### config.mk
export PLATFORM = sky130hd
export DESIGN_NAME = hood_mode_ctrl
export DESIGN_NICKNAME = d
export VERILOG_FILES = /design/src/rtl/hood_mode_ctrl.sv
export SDC_FILE = /design/constraint.sdc
export NUM_CORES = 1
export LEC_CHECK = 0
export BUFFER_PORTS_ARGS = -buffer_cell sky130_fd_sc_hd__buf_4
export CAP_MARGIN = 15
export CORE_MARGIN = 3
export CORE_UTILIZATION = 50
export CTS_BUF_LIST = sky130_fd_sc_hd__clkbuf_16
export DETAILED_ROUTE_END_ITERATION = 12
export HOLD_SLACK_MARGIN = 0.02
export MAX_ROUTING_LAYER = met4
export PLACE_DENSITY = 0.74
export SYNTH_ARGS = -nofsm -noshare
export SYNTH_HDL_FRONTEND = slang
export SYNTH_SLANG_ARGS = --single-unit
export TNS_END_PERCENT = 1
### constraint.sdc
create_clock -name clk -period 1.75 [get_ports clk]
set_input_delay 0.35 -clock clk [delete_from_list [all_inputs] [get_ports clk]]
set_output_delay 0.35 -clock clk [all_outputs]
set_load 0.03 [all_outputs]
### src/rtl/hood_mode_ctrl.sv
// rtl/hood_mode_ctrl.sv - range-hood operating-mode state machine
// Mode, fan speed, seconds countdown and hurricane/self-clean bookkeeping.
module hood_mode_ctrl #(
  parameter int TICKS_PER_SEC = 100,
  parameter int HURRICANE_SEC = 60,
  parameter int RETURN_SEC    = 60,
  parameter int CLEAN_SEC     = 180
) (
  input  logic       clk,
  input  logic       reset,
  input  logic       tick,
  input  logic       power_on,
  input  logic       btn_menu,
  input  logic       btn_l1,
  input  logic       btn_l2,
  input  logic       btn_l3,
  input  logic       btn_clean,
  output logic [2:0] mode,
  output logic [1:0] fan_level,
  output logic [7:0] countdown,
  output logic       hurricane_used,
  output logic       clean_done
);

  typedef enum logic [2:0] {
    S_OFF     = 3'd0,
    S_STANDBY = 3'd1,
    S_MENU    = 3'd2,
    S_L1      = 3'd3,
    S_L2      = 3'd4,
    S_L3      = 3'd5,
    S_L3_RET  = 3'd6,
    S_CLEAN   = 3'd7
  } state_t;

  localparam logic [7:0] TPS_LAST  = 8'(TICKS_PER_SEC - 1);
  localparam logic [7:0] HURR_LOAD = 8'(HURRICANE_SEC);
  localparam logic [7:0] RET_LOAD  = 8'(RETURN_SEC);
  localparam logic [7:0] CLN_LOAD  = 8'(CLEAN_SEC);

  state_t     state_q, state_d;
  logic [7:0] presc_q, presc_d;
  logic [7:0] cd_q, cd_d;
  logic       hu_q, hu_d;
  logic [1:0] fan_q, fan_d;
  logic       clean_done_q, clean_done_d;

  logic sec_pulse;
  logic expire;

  assign sec_pulse = tick && (presc_q == TPS_LAST);
  assign expire    = sec_pulse && (cd_q == 8'd1);

  always_comb begin
    state_d      = state_q;
    cd_d         = cd_q;
    hu_d         = hu_q;
    clean_done_d = 1'b0;
    presc_d      = presc_q;
    fan_d        = 2'd0;

    if (tick) begin
      presc_d = (presc_q == TPS_LAST) ? 8'd0 : presc_q + 8'd1;
    end
    // countdown is only ever nonzero in timed states, so this is safe everywhere
    if (sec_pulse && cd_q != 8'd0) begin
      cd_d = cd_q - 8'd1;
    end

    if (!power_on) begin
      state_d = S_OFF;
      cd_d    = 8'd0;
      hu_d    = 1'b0;
    end else begin
      case (state_q)
        S_OFF: state_d = S_STANDBY;
        S_STANDBY: begin
          if (btn_menu) state_d = S_MENU;
        end
        S_MENU: begin
          if (btn_menu) begin
            state_d = S_STANDBY;
          end else if (btn_l3 && !hu_q) begin
            state_d = S_L3;
            cd_d    = HURR_LOAD;
            hu_d    = 1'b1;
          end else if (btn_l2) begin
            state_d = S_L2;
          end else if (btn_l1) begin
            state_d = S_L1;
          end else if (btn_clean) begin
            state_d = S_CLEAN;
            cd_d    = CLN_LOAD;
          end
        end
        S_L1, S_L2: begin
          if (btn_menu)    state_d = S_STANDBY;
          else if (btn_l2) state_d = S_L2;
          else if (btn_l1) state_d = S_L1;
        end
        S_L3: begin
          // expiry beats a menu press landing on the same edge
          if (expire) begin
            state_d = S_L2;
          end else if (btn_menu) begin
            state_d = S_L3_RET;
            cd_d    = RET_LOAD;
          end
        end
        S_L3_RET: begin
          if (expire) state_d = S_STANDBY;
        end
        S_CLEAN: begin
          if (expire) begin
            state_d      = S_STANDBY;
            clean_done_d = 1'b1;
          end
        end
        default: state_d = S_OFF;
      endcase
    end

    if (state_d != state_q) begin
      presc_d = 8'd0;
    end

    case (state_d)
      S_L1:              fan_d = 2'd1;
      S_L2:              fan_d = 2'd2;
      S_L3, S_L3_RET:    fan_d = 2'd3;
      default:           fan_d = 2'd0;
    endcase
  end

  always_ff @(posedge clk) begin
    if (reset) begin
      state_q      <= S_OFF;
      presc_q      <= 8'd0;
      cd_q         <= 8'd0;
      hu_q         <= 1'b0;
      fan_q        <= 2'd0;
      clean_done_q <= 1'b0;
    end else begin
      state_q      <= state_d;
      presc_q      <= presc_d;
      cd_q         <= cd_d;
      hu_q         <= hu_d;
      fan_q        <= fan_d;
      clean_done_q <= clean_done_d;
    end
  end

  assign mode           = state_q;
  assign fan_level      = fan_q;
  assign countdown      = cd_q;
  assign hurricane_used = hu_q;
  assign clean_done     = clean_done_q;

endmodule

==> impl_metrics.py <==
metrics = {
    "outcome": {
        "run_status": "finished, violations left",
        "violations": "setup timing",
    },
    "routing": {
        "drt-pass1-iter-count": 4,
        "drc": 0,
        "ant_nets": 0,
        "vias": 1650,
        "drt-total-wl_um": 4290,
        "drt_iter0_markers": 66,
        "wire_per_inst_um": 14.8,
        "avgViaCountPerCell": 5.71,
    },
    "power_and_ir_drop": {
        "power.internal_uw": 902,
        "comb_power_share_pct": 11.9,
        "p_seq_share_pct": 44.9,
        "switching_share_pct": 23.4,
        "irDropWorstVdd_uv": 640,
        "p_sw_uw": 276,
        "power_density_mw_per_mm2": 532,
        "pwr-share-clk_pct": 43.3,
        "p_leak_uw": 0.000939,
    },
    "finish": {
        "finalInstanceArea_mm2": 0.00221,
        "area_delta_synth_final_pct": 49.2,
        "diodes": 0,
        "final_nets": 271,
        "regArea_um2": 477,
        "multi_input_area_mm2": 0.00105,
        "drive_above_1_share_pct": 39.5,
        "num-fill-cells": 176,
        "final_util_pct": 79.6,
    },
    "synth": {
        "synth_fp_nets": 202,
        "synth_edf_count": 0,
        "syn_inst": 190,
        "ys_top_cells_by_area": "dfxtp_1 (31%), xor2_1 (5.3%), nor3_1 (5.1%), nor2_1 (4.8%), a21oi_1 (4.7%)",
        "syn_area_per_cell_um2": 7.81,
        "synth_common_cells": "dfxtp_1 (23), nor2_1 (19), nand2_1 (17)",
        "dominantRegCellSynth": "dfxtp_1",
        "netlist_area_mm2": 0.00148,
        "async_reset_ff_share_pct": 0,
        "ys_seq_area_share_pct": 31.0,
        "ys_warn_count": 0,
        "yosysTopAreaCellShare_pct": 31.0,
        "synth-seq-cells": 23,
        "synth_cell_types": 49,
        "yosysTopAreaCell": "dfxtp_1",
        "synth_most_common_cell": "dfxtp_1",
    },
    "clock_tree": {
        "cts-buffers-inserted": 3,
        "clock_path_buffers": 2,
        "path_clk_slew_ps": 60,
        "clock-sinks": 23,
        "tritoncts": "built",
        "root_buffer": "clkbuf_16",
        "clock_latency_ps": 260,
        "hold_buffers": 0,
        "cts_htree_levels": 1,
    },
    "global_routing": {
        "grtUsageTotal_pct": 26.2,
        "grt_start_max_net_pins": 15,
        "grt_pass1_vias": 1577,
        "gr-total-overflow": 0,
        "grt_pass1_wl_um": 7060,
        "antenna_found_initial": 0,
    },
    "hold_path": {
        "hold_path_class": "input port to flip-flop",
        "holdPathStages": 2,
    },
    "floorplan": {
        "io_pins": 24,
        "core_mm2": 0.00278,
        "die_x_um": 60.5,
        "start_util_pct": 53.4,
        "num_rows": 19,
        "die_h_um": 60.5,
        "die-area_mm2": 0.00366,
    },
    "timing": {
        "finalHoldViolations": 0,
        "clock.fmax_mhz": 492,
        "maxSlewHeadroom_pct": 78.9,
        "setup_viol": 17,
        "setup_ws_ps": -283,
        "finalCritPeriodShare_pct": 116,
        "tns_ps": -1660,
        "tightestPinTransition_ps": 317,
        "maxSlewViolCount": 0,
        "rsz0062_at_grt": "true",
        "fin_skew_ps": 6.30,
        "post-route-min-period_ps": 2030,
    },
    "critical_path": {
        "critPathMaxStageDelay_ps": 560,
        "arrival_ps": 2230,
        "required_ps": 1950,
        "path_class": "flip-flop to flip-flop",
        "start_kind": "flip-flop",
        "end_kind": "flip-flop",
        "worstPathCellList": "or4_4 -> nor3_4 -> nand4_1 -> a31oi_1 -> or4b_1 -> o21ai_1",
        "rr_worst_depth": 6,
        "slowest_stage": "or4_4",
        "critical_path_peak_fanout": 4,
    },
    "placed_design": {
        "dp_hpwl_um": 3190,
        "portBuffers": 23,
        "gp_congestion": 0.936,
        "place_area_mm2": 0.00205,
    },
    "flow_run": {
        "maxCapViolations": 0,
    },
}
-- power by group through the flow --
stage	clock network [uW]	logic (uW)	registers (uW)
6_report	509	140	528
4_1_cts	517	137	528
5_1_grt	537	152	529
3_5_place_dp	0	133	540
2_1_floorplan	0	72.2	542
3_3_place_gp	0	129	540
-- layout by cell type (no fill, tap or decap), drive strengths merged, types with 2 or more instances in the layout --
master	netlist	routed
o21ai	3	3
a211oi	2	2
and2	2	2
ha	3	3
nor3b	3	3
or2	2	2
dfxtp	23	23
and4	2	2
nor4	2	2
or3	2	2
nand3	8	8
a21oi	15	15
a21o	4	4
clkbuf	5	3
nor2b	3	3
nand3b	2	2
xnor2	3	3
nand4	5	5
nand2	17	17
a31oi	2	2
xor2	9	9
inv	8	9
nor3	17	17
buf	2	71
o32a	2	2
nor2	19	19
nand2b	8	8
nor4bb	2	2
-- kinds of logic after synthesis --
logic type | synth area share, %
simple gates | 38.4
compound gates | 17.1
flops | 31.0
buf+inv | 3.88
xor+xnor | 7.08
fa+ha+maj | 2.53
-- flip-flops by register name, indices dropped and copies added, names as in the netlist --
register        cells
hurricane_used      1
clean_done          1
countdown           8
presc_q             8
fan_level           2
mode                3
-- per-stage QoR --
| stage | std cells | hold WS, ps | setup slack [ps] | power, uW |
|---|---|---|---|---|
| 2_1_floorplan | 190 | 415 | -154 | 615 |
| 3_3_place_gp | 284 | 492 | -207 | 669 |
| 3_5_place_dp | 284 | 529 | -250 | 673 |
| 4_1_cts | 288 | 279 | -263 | 1180 |
| 5_1_grt | 289 | 306 | -365 | 1220 |
| 6_report | 289 | 289 | -283 | 1180 |
-- cell type report --
cell class | instances | share of cell area, %
Clock buffer | 3 | 3.39
Clock inverter | 1 | 0.282
Inverter | 8 | 1.36
Multi-Input combinational cell | 152 | 47.6
Sequential cell | 23 | 21.5
Tap cell | 31 | 1.75
Timing Repair Buffer | 71 | 24.1
-- what timing repair did --
| action | in CTS | in global routing |
|---|---|---|
| gates resized for setup | 12 | 5 |
| setup buffers | 0 | 1 |
| pin swaps | 9 | 5 |
| endpoints found under the setup margin | 19 | 20 |
-- metal layers --
layer / global-route usage, % / part of all wire, %
met1: 33.3 / 43
met2: 42.4 / 50
met3: 3.62 / 4.9
met4: 9.29 / 1.4
met5: - / 0
-- final timing paths --
| path | start | to | slack, ps |
|---|---|---|---|
| setup / recovery | countdown[3] | fan_level[0] | -280 |
| hold / removal | reset | mode[1] | 290 |
| setup reg to reg | countdown[3] | fan_level[0] | -280 |
| hold reg to reg | hurricane_used | hurricane_used | 540 |
-- worst max-delay path, delay by kind of cell (launching register included) --
| family | cells | cell delay [ps] |
|---|---|---|
| AND/OR/NAND/NOR | 4 | 1290 |
| flip-flops | 1 | 360 |
| AO/OA/AOI/OAI | 2 | 320 |
(Power assumes the default switching activity.)
